### config.mk
export PLATFORM = sky130hd
export DESIGN_NAME = aes_state_fifo
export DESIGN_NICKNAME = d
export VERILOG_FILES = /design/src/rtl/aes_state_fifo.sv
export SDC_FILE = /design/constraint.sdc
export NUM_CORES = 1
export LEC_CHECK = 0
export CORE_ASPECT_RATIO = 2
export CORE_MARGIN = 4
export CORE_UTILIZATION = 45
export CTS_CLUSTER_SIZE = 16
export DETAILED_ROUTE_END_ITERATION = 10
export MAX_ROUTING_LAYER = met4
export PLACE_DENSITY_LB_ADDON = 0.3
export SYNTH_ARGS = -nofsm -noshare
export SYNTH_HDL_FRONTEND = slang
export SYNTH_SLANG_ARGS = --single-unit
### constraint.sdc
create_clock -name clk -period 25.3 [get_ports clk]
set_input_delay 2.53 -clock clk [delete_from_list [all_inputs] [get_ports clk]]
set_output_delay 2.53 -clock clk [all_outputs]
set_load 0.03 [all_outputs]
### src/rtl/aes_state_fifo.sv
// Valid/ready buffer holding up to DEPTH complete AES state words between core pipeline stages.
// Optional AES_STATE_TRANSPOSE_EN presents the head word transposed between column- and row-major layout.
module aes_state_fifo #(
  parameter int NBYTES = 16,
  parameter int BYTEW  = 8,
  parameter int DEPTH  = 2
) (
  input  logic                       clk,
  input  logic                       resetn,
  input  logic                       flush,
  input  logic                       in_valid,
  output logic                       in_ready,
  input  logic [NBYTES*BYTEW-1:0]    in_data,
  output logic                       out_valid,
  input  logic                       out_ready,
  output logic [NBYTES*BYTEW-1:0]    out_data,
  output logic [$clog2(DEPTH+1)-1:0] count
);

  localparam int W  = NBYTES * BYTEW;
  localparam int PW = (DEPTH > 1) ? $clog2(DEPTH) : 1;
  localparam int CW = $clog2(DEPTH + 1);

  logic [W-1:0]  storage_r [DEPTH];
  logic [PW-1:0] wr_ptr_r;
  logic [PW-1:0] rd_ptr_r;
  logic [CW-1:0] count_r;
  logic          push_s;
  logic          pop_s;
  logic [W-1:0]  raw_s;
  logic [W-1:0]  head_s;

  if ((DEPTH < 1) || (DEPTH > 8)) begin : g_depth_check
    $error("aes_state_fifo: DEPTH must be in 1..8");
  end

  function automatic logic [PW-1:0] ptr_next(input logic [PW-1:0] p);
    if (p == PW'(DEPTH - 1)) begin
      ptr_next = '0;
    end else begin
      ptr_next = p + PW'(1);
    end
  endfunction

  // in_ready deliberately ignores out_ready: a full buffer never accepts even on a same-cycle pop
  assign in_ready  = resetn && (count_r < CW'(DEPTH));
  assign out_valid = resetn && (count_r != '0);
  assign push_s    = in_valid && in_ready;
  assign pop_s     = out_valid && out_ready;
  assign count     = count_r;
  assign raw_s     = storage_r[rd_ptr_r];

`ifdef AES_STATE_TRANSPOSE_EN
  if (NBYTES != 16) begin : g_transpose_check
    $error("aes_state_fifo: AES_STATE_TRANSPOSE_EN requires NBYTES == 16");
  end

  for (genvar k = 0; k < NBYTES; k++) begin : g_transpose
    assign head_s[k*BYTEW +: BYTEW] = raw_s[(4*(k%4) + k/4)*BYTEW +: BYTEW];
  end
`else
  assign head_s = raw_s;
`endif

  assign out_data = out_valid ? head_s : '0;

  // Storage, pointers and occupancy; reset beats flush, flush beats any handshake
  always_ff @(posedge clk) begin
    if (!resetn) begin
      for (int i = 0; i < DEPTH; i++) begin
        storage_r[i] <= '0;
      end
      wr_ptr_r <= '0;
      rd_ptr_r <= '0;
      count_r  <= '0;
    end else if (flush) begin
      wr_ptr_r <= '0;
      rd_ptr_r <= '0;
      count_r  <= '0;
    end else begin
      if (push_s) begin
        storage_r[wr_ptr_r] <= in_data;
        wr_ptr_r            <= ptr_next(wr_ptr_r);
      end else begin
        wr_ptr_r <= wr_ptr_r;
      end
      if (pop_s) begin
        rd_ptr_r <= ptr_next(rd_ptr_r);
      end else begin
        rd_ptr_r <= rd_ptr_r;
      end
      case ({push_s, pop_s})
        2'b10:   count_r <= count_r + CW'(1);
        2'b01:   count_r <= count_r - CW'(1);
        default: count_r <= count_r;
      endcase
    end
  end

endmodule

==> flow_summary.yaml, run 1 <==
status:
  status: "complete, no violations"
global_routing:
  gr-total-overflow: 0
  grt_max_degree: 137
  antenna_found_initial: 9
  vias_in_the_first_global_route: 7907
  gr-usage-all-layers: 0.193
  grt_pass1_wl_mm: 42.5
floorplanning:
  initial_core_util: 0.459
  dieHeight_um: 237
  die_x_um: 123
  rows: 83
  coreArea_mm2: 0.0258
  dieArea_mm2: 0.0291
  top_level_ports: 265
setup_path:
  critical_path.startpoint_type: "primary input"
  critPathKind: "in -> out"
  crit_chain: "clkdlybuf4s50_1 -> o21ai_4 -> buf_4 -> nor2_1 -> clkdlybuf4s50_1"
  timing.critical_path.slowest_stage_cell: "clkdlybuf4s50_1"
  worst_ep_required_time_ps: 22770
  timing.critical_path.slowest_cell_delay_ps: 640
  worst-endpoint-arrival_ps: 4690
  highest_net_fanout_along_the_worst_path: 74
  end_kind: "primary output"
  critical_path.most_common_cell: "clkdlybuf4s50_1"
  critical_path_buf_inv_count: 3
  critical-path-top-delay-family: "buffers and inverters"
detailed_routing:
  drtPass1Iterations: 4
  routed_via_density: 5.24
  drt-initial-drc-count: 509
  drt_wl_total_mm: 28.2
  drt_drc_violations_left: 0
  final_antenna_net_count: 0
  dr_total_vias: 7670
  wl_per_cell_um: 19.2
yosys:
  yosys.cell_types.count: 25
  synth_seq_area_share: 0.658
  yosysWarningCount: 0
  post_synth_inst_count: 885
  syn_area_per_cell_um2: 13.4
  synth_area_mm2: 0.0118
  ys_seq_elements: 261
  synth_fp_nets: 1019
final_layout:
  final_net_count: 1235
  mostFrequentLayoutCells: "clkdlybuf4s50_1 (264), and3_1 (256), edfxtp_1 (256)"
  sequential_cell_area_mm2: 0.00779
  multi_input_area_mm2: 0.00357
  nFillCells: 2113
  area_growth_syn_to_layout_pct: 28.7
  instances_no_fill: 1465
  commonest_non_fill_non_tap_cell_in_the_layout: "clkdlybuf4s50_1"
  layout_cell_share_with_drive_strength_beyond_1: 0.0439
clock_network:
  tritoncts: "done"
  tritoncts_num_sinks: 261
  clock_tree.htree_level_count: 1
  ctsRootBufferMaster: "clkbuf_16"
  ctsLongestPathBuffers: 3
  cts.hold.buffers_added: 0
  cts_setup_buffers: 0
  cts-buffers-inserted: 23
  clock_latency_ps: 500
  clk_pin_slew_worst_paths_ps: 60
  post_cts_sizing: 0
run:
  cap_viol_max_count: 0
sta:
  post_route_minimum_period_ps: 7220
  timing_max_transition_violations_final: 0
  grt_setup_unrepaired: "false"
  fmaxAchievable_ghz: 0.139
  max_slew.worst_pin.slew_ps: 1260
  hold_slack_ps: 506
  setup_clock_skew_after_layout_ps: 6.95
  slew_headroom: 0.162
  finalHoldViolCount: 0
  finalSetupViolCount: 0
  fin_setup_tns_ps: 0
  final_min_period_over_clock_period: 0.285
power_and_ir_drop:
  powerDensity_mw_per_mm2: 59.6
  peak_supply_drop_mv: 0.0457
  total_leakage_power_uw: 0.00601
placed_design:
  dp_cells: 1416
  hpwl_dp_mm: 17.7
  routabilityCongestion: 0.784
  io_buffers: 264
worst_hold_path:
  min-delay-path-class: "reg -> reg"
-- synthesized netlist by cell type (all sizes together) --
| cell | n | area, um^2 |
|---|---|---|
| xor2 | 2 | 17.5 |
| nand2 | 4 | 15.0 |
| edfxtp | 256 | 7690 |
| clkbuf | 26 | 124 |
| xnor2 | 2 | 17.5 |
| ha | 1 | 12.5 |
| and2 | 1 | 6.26 |
| o31ai | 1 | 7.51 |
| nor2b | 3 | 21.3 |
| a21oi | 1 | 5.00 |
| or3 | 1 | 6.26 |
| o21ai | 3 | 15.0 |
| nand3 | 1 | 5.00 |
| inv | 2 | 7.51 |
| nor2 | 133 | 499 |
| mux2i | 128 | 1280 |
| buf | 58 | 387 |
| and3 | 257 | 1610 |
| dfxtp | 5 | 100 |
-- metal layers --
| layer | global-route usage | share of wire | wire (um) |
|---|---|---|---|
| met1 | 0.208 | 0.36 | 10300 |
| met3 | 0.0290 | 0.048 | 1360 |
| met2 | 0.349 | 0.55 | 15500 |
| met4 | 0.0789 | 0.037 | 1040 |
| met5 | - | 0 | 0 |
-- per-stage QoR --
step           power (uW)  area, um^2  setup WS (ps)   util
4_1_cts               917       15200          18070  0.590
6_report              907       15200          18080  0.591
2_1_floorplan         557       11800          12480      -
3_3_place_gp          590       14500          18140  0.564
3_5_place_dp          593       14500          18070  0.564
5_1_grt               939       15200          17940  0.591
-- registers in the layout (all words and copies together) (netlist names), named ones only --
name / flops
count: 2
wr_ptr_r: 1
rd_ptr_r: 1
storage_r: 256
-- power by group --
part	internal, uW	switching [uW]
Combinational	34.3	43.6
Clock	178	148
Sequential	498	6.28
-- worst register-to-register path: stages, from the launching register on --
cell and delay [ps]:
dfxtp_1 480, nor2b_4 190, buf_4 910, nand3_1 280, nand2_4 590, buf_4 960
-- layout make-up --
type | instances | area share
Clock inverter | 13 | 0.00633
Tap cell | 340 | 0.0279
Sequential cell | 261 | 0.512
Antenna cell | 9 | 0.00148
Timing Repair Buffer | 275 | 0.179
Clock buffer | 27 | 0.0388
Multi-Input combinational cell | 538 | 0.234
Inverter | 2 | 0.000493
-- cell families after synthesis --
logic type	Yosys count	share of synthesized area
AND/OR/NAND/NOR	400	0.183
flip-flops	261	0.658
adder cells (fa/ha/maj)	1	0.00106
XOR/XNOR	4	0.00296
multiplexers	128	0.108
buffers and inverters	86	0.0438
AO/OA/AOI/OAI	5	0.00233
-- final timing paths --
| path | endpoint | from | depth (start not counted) | slack, ps |
|---|---|---|---|---|
| setup reg to reg | storage_r[1][47] | wr_ptr_r | 5 | 21430 |
| hold reg to reg | flop | rd_ptr_r | 2 | 510 |
| setup / recovery | out_data[96] | resetn | 5 | 18080 |
| hold / removal | flop | rd_ptr_r | 2 | 510 |
Note: power is estimated with default switching activity, not from simulation.
==> inputs of run 2 (changes only) <==
==> constraint.sdc (replaced) <==
create_clock -name clk -period 7.5 [get_ports clk]
set_input_delay 0.75 -clock clk [delete_from_list [all_inputs] [get_ports clk]]
set_output_delay 0.75 -clock clk [all_outputs]
set_load 0.03 [all_outputs]
==> flow_summary.yaml, run 2 (synthesis gave the netlist of run 1 again) <==
status:
  status: "complete, no violations"
detailed_routing:
  drt_wl_total_mm: 29.3
  wl_per_cell_um: 20.0
  drt_drc_violations_left: 0
  final_antenna_net_count: 0
  drtPass1Iterations: 4
  dr_total_vias: 7778
  routed_via_density: 5.31
  drt-initial-drc-count: 592
final_layout:
  postLayoutCoreUtil: 0.591
  finalInstanceArea_mm2: 0.0152
  largest-register: "storage_r"
  area_growth_syn_to_layout_pct: 28.6
  final_net_count: 1234
  commonest_non_fill_non_tap_cell_in_the_layout: "clkdlybuf4s50_1"
  mostFrequentLayoutCells: "clkdlybuf4s50_1 (264), and3_1 (256), edfxtp_1 (256)"
  largest_reg_flops: 256
  layout_cell_share_with_drive_strength_beyond_1: 0.0439
power_and_ir_drop:
  switching_power_uw: 682
  peak_supply_drop_mv: 0.172
  part_of_the_power_in_combinational_logic: 0.085
  powerDensity_mw_per_mm2: 202
  total_leakage_power_uw: 0.00601
  share_seq_of_total_power: 0.554
  clock_power_share: 0.361
  internal_power_uw: 2390
  power.switching_fraction: 0.222
placed_design:
  routabilityCongestion: 0.795
  dp_slack_ps: 3150
  io_buffers: 264
  instance_area_after_placement_mm2: 0.0145
  hpwl_dp_mm: 18.3
floorplanning:
  coreArea_mm2: 0.0258
  dieHeight_um: 237
  die_x_um: 123
  top_level_ports: 265
  initial_core_util: 0.459
  rows: 83
  dieArea_mm2: 0.0291
global_routing:
  gr-usage-all-layers: 0.201
  top_usage_layer: "met2"
  vias_in_the_first_global_route: 7979
  grt_util_met2: 0.366
  gr-total-overflow: 0
  antenna_found_initial: 9
  grt_max_degree: 133
  met3_usage: 0.0364
  routing_usage_on_met1: 0.209
  grt_pass1_wl_mm: 44.1
sta:
  fin_setup_tns_ps: 0
  grt_setup_unrepaired: "false"
  setup_slack_ps: 3150
  finalHoldViolCount: 0
  setup_clock_skew_after_layout_ps: 11.6
  finalSetupViolCount: 0
  fmaxAchievable_ghz: 0.230
  post_route_minimum_period_ps: 4350
  timing_max_transition_violations_final: 0
  hold_slack_ps: 510
  final_min_period_over_clock_period: 0.580
  slew_headroom: 0.180
  max_slew.worst_pin.slew_ps: 1230
clock_network:
  post_cts_sizing: 0
  cts-buffers-inserted: 23
  tritoncts: "done"
  clock_tree.htree_level_count: 1
  clock_latency_ps: 520
  clk_pin_slew_worst_paths_ps: 60
  cts.hold.buffers_added: 0
  tritoncts_num_sinks: 261
  cts_setup_buffers: 0
  ctsRootBufferMaster: "clkbuf_16"
  ctsLongestPathBuffers: 3
setup_path:
  highest_net_fanout_along_the_worst_path: 109
  critical_path.startpoint_type: "primary input"
  worst_ep_required_time_ps: 6750
  worst-endpoint-arrival_ps: 3600
  critPathKind: "in -> out"
  end_kind: "primary output"
worst_hold_path:
  min-delay-path-class: "reg -> reg"
run:
  cap_viol_max_count: 0
## run 2: power by group through the flow
stage | registers, uW | clock network [uW] | logic [uW]
finish | 1700 | 1110 | 261
CTS | 1700 | 1140 | 266
global route | 1710 | 1190 | 283
global placement | 1730 | 0 | 262
floorplan | 1740 | 0 | 136
detailed placement | 1740 | 0 | 264
## run 2: path summary, 6_finish.rpt
kind / cells past startpoint / slack (ps) / startpoint / end
setup / recovery: 5 / 3150 / resetn / out_data[107]
hold / removal: 2 / 510 / rd_ptr_r / rd_ptr_r
setup reg to reg: 5 / 3550 / wr_ptr_r / storage_r[1][111]
hold reg to reg: 2 / 510 / rd_ptr_r / rd_ptr_r
## run 2: through the flow
step	total power [uW]	std cells
6_report	3070	1464
5_1_grt	3180	1464
4_1_cts	3110	1455
3_5_place_dp	2000	1415
3_3_place_gp	1990	1415
2_1_floorplan	1870	885
## run 2: final cells by class
cell class,count,area [um^2]
inverters,2,7.51
repair buffers,274,2720
well taps,340,425
fillers,2170,10500
clock inverters,15,98.8
clock buffers,25,583
flip-flops and latches,261,7790
multi-input cells,538,3570
diodes,9,22.5
## run 2: metal layers
layer / up-vias / wire (um) / share of wire
met2: 224 / 16400 / 0.56
met4: 0 / 1010 / 0.034
li1: 3701 / - / -
met3: 55 / 1620 / 0.055
met5: - / 0 / 0
met1: 3798 / 10200 / 0.35
## run 2: worst max-delay path, stage by stage
cell and delay (ps):
clkdlybuf4s50_1 600, o21ai_4 320, buf_4 860, nor2_1 200
clkdlybuf4s50_1 670
==> inputs of run 3 (changes only) <==
==> constraint.sdc (replaced) <==
create_clock -name clk -period 3.7 [get_ports clk]
set_input_delay 0.37 -clock clk [delete_from_list [all_inputs] [get_ports clk]]
set_output_delay 0.37 -clock clk [all_outputs]
set_load 0.03 [all_outputs]
==> flow_summary.yaml, run 3 (synthesis gave the netlist of run 1 again) <==
floorplanning:
  die_x_um: 123
  dieHeight_um: 237
  top_level_ports: 265
  dieArea_mm2: 0.0291
  initial_core_util: 0.459
  coreArea_mm2: 0.0258
  rows: 83
worst_hold_path:
  min-delay-path-class: "reg -> reg"
placed_design:
  dp_slack_ps: 608
  io_buffers: 264
  instance_area_after_placement_mm2: 0.0147
  hpwl_dp_mm: 18.1
  routabilityCongestion: 0.790
  dp_cells: 1424
clock_network:
  cts_setup_buffers: 0
  ctsRootBufferMaster: "clkbuf_16"
  clock_latency_ps: 510
  cts-buffers-inserted: 23
  cts.hold.buffers_added: 0
  ctsLongestPathBuffers: 3
  tritoncts_num_sinks: 261
  clock_tree.htree_level_count: 1
  post_cts_sizing: 0
  tritoncts: "done"
  clk_pin_slew_worst_paths_ps: 70
detailed_routing:
  drt_wl_total_mm: 28.9
  routed_via_density: 5.26
  wl_per_cell_um: 19.5
  drt-initial-drc-count: 601
  drtPass1Iterations: 5
  drt_drc_violations_left: 0
  final_antenna_net_count: 0
  dr_total_vias: 7775
final_layout:
  mostFrequentLayoutCells: "clkdlybuf4s50_1 (264), and3_1 (256), edfxtp_1 (256)"
  commonest_non_fill_non_tap_cell_in_the_layout: "clkdlybuf4s50_1"
  final_net_count: 1243
  largest_reg_flops: 256
  layout_cell_share_with_drive_strength_beyond_1: 0.0569
  finalInstanceArea_mm2: 0.0155
  instances_no_fill: 1477
  area_growth_syn_to_layout_pct: 31.5
  largest-register: "storage_r"
sta:
  fmaxAchievable_ghz: 0.320
  setup_slack_ps: 579
  timing_max_transition_violations_final: 0
  finalSetupViolCount: 0
  max_slew.worst_pin.slew_ps: 1260
  slew_headroom: 0.162
  post_route_minimum_period_ps: 3120
  fin_setup_tns_ps: 0
  finalHoldViolCount: 0
  final_min_period_over_clock_period: 0.843
  setup_clock_skew_after_layout_ps: 8.86
  grt_setup_unrepaired: "false"
power_and_ir_drop:
  peak_supply_drop_mv: 0.351
  total_leakage_power_uw: 0.00616
  powerDensity_mw_per_mm2: 423
global_routing:
  grt_max_degree: 129
  gr-total-overflow: 0
  gr-usage-all-layers: 0.198
  grt_pass1_wl_mm: 43.5
  antenna_found_initial: 13
  vias_in_the_first_global_route: 7986
run:
  cap_viol_max_count: 0
status:
  status: "complete, no violations"
setup_path:
  worst-endpoint-arrival_ps: 2750
  end_kind: "primary output"
  worst_ep_required_time_ps: 3330
  critical_path.startpoint_type: "flop"
  critPathKind: "reg -> out"
  highest_net_fanout_along_the_worst_path: 71
==> run 3: path summary, 6_finish.rpt <==
path / to / startpoint / slack [ps] / depth (start not counted)
worst max-delay path: out_data[53] / count[1] / 580 / 4
worst min-delay path: rd_ptr_r / rd_ptr_r / 520 / 2
worst max register to register: count[1] / count[1] / 1060 / 7
worst min register to register: rd_ptr_r / rd_ptr_r / 520 / 2
==> run 3: stage by stage <==
step / utilization / power, uW / hold slack, ps
after floorplan: - / 3790 / 472
after global placement: 0.571 / 4050 / 484
after detailed placement: 0.571 / 4070 / 497
after CTS: 0.602 / 6650 / 517
after global routing: 0.604 / 6810 / 534
final: 0.604 / 6580 / 522
==> run 3: cell type report <==
type / instances / area (um^2)
fillers: 2105 / 10200
inverters: 2 / 23.8
well taps: 340 / 425
clock inverters: 14 / 218
multi-input cells: 538 / 3580
repair buffers: 283 / 2890
clock buffers: 26 / 587
diodes: 13 / 32.5
flip-flops and latches: 261 / 7790
==> run 3: critical path, stage by stage, from the launching register on <==
cell and delay (ps):
dfxtp_2 420, o21ai_4 680, buf_12 360, nor2_1 90
clkdlybuf4s50_1 620
==> run 3: per-layer routing <==
layer  track usage  routed length, um
met3        0.0314               1510
met5             -                  0
met1         0.218              10500
met4        0.0887               1090
met2         0.348              15800
==> run 3: power by group <==
| part | leakage [uW] | internal (uW) | switching [uW] |
|---|---|---|---|
| Clock | 0.000398 | 1560 | 1030 |
| Sequential | 0.00274 | 3400 | 41.9 |
| Combinational | 0.00302 | 250 | 303 |
| Total | 0.00616 | 5210 | 1370 |
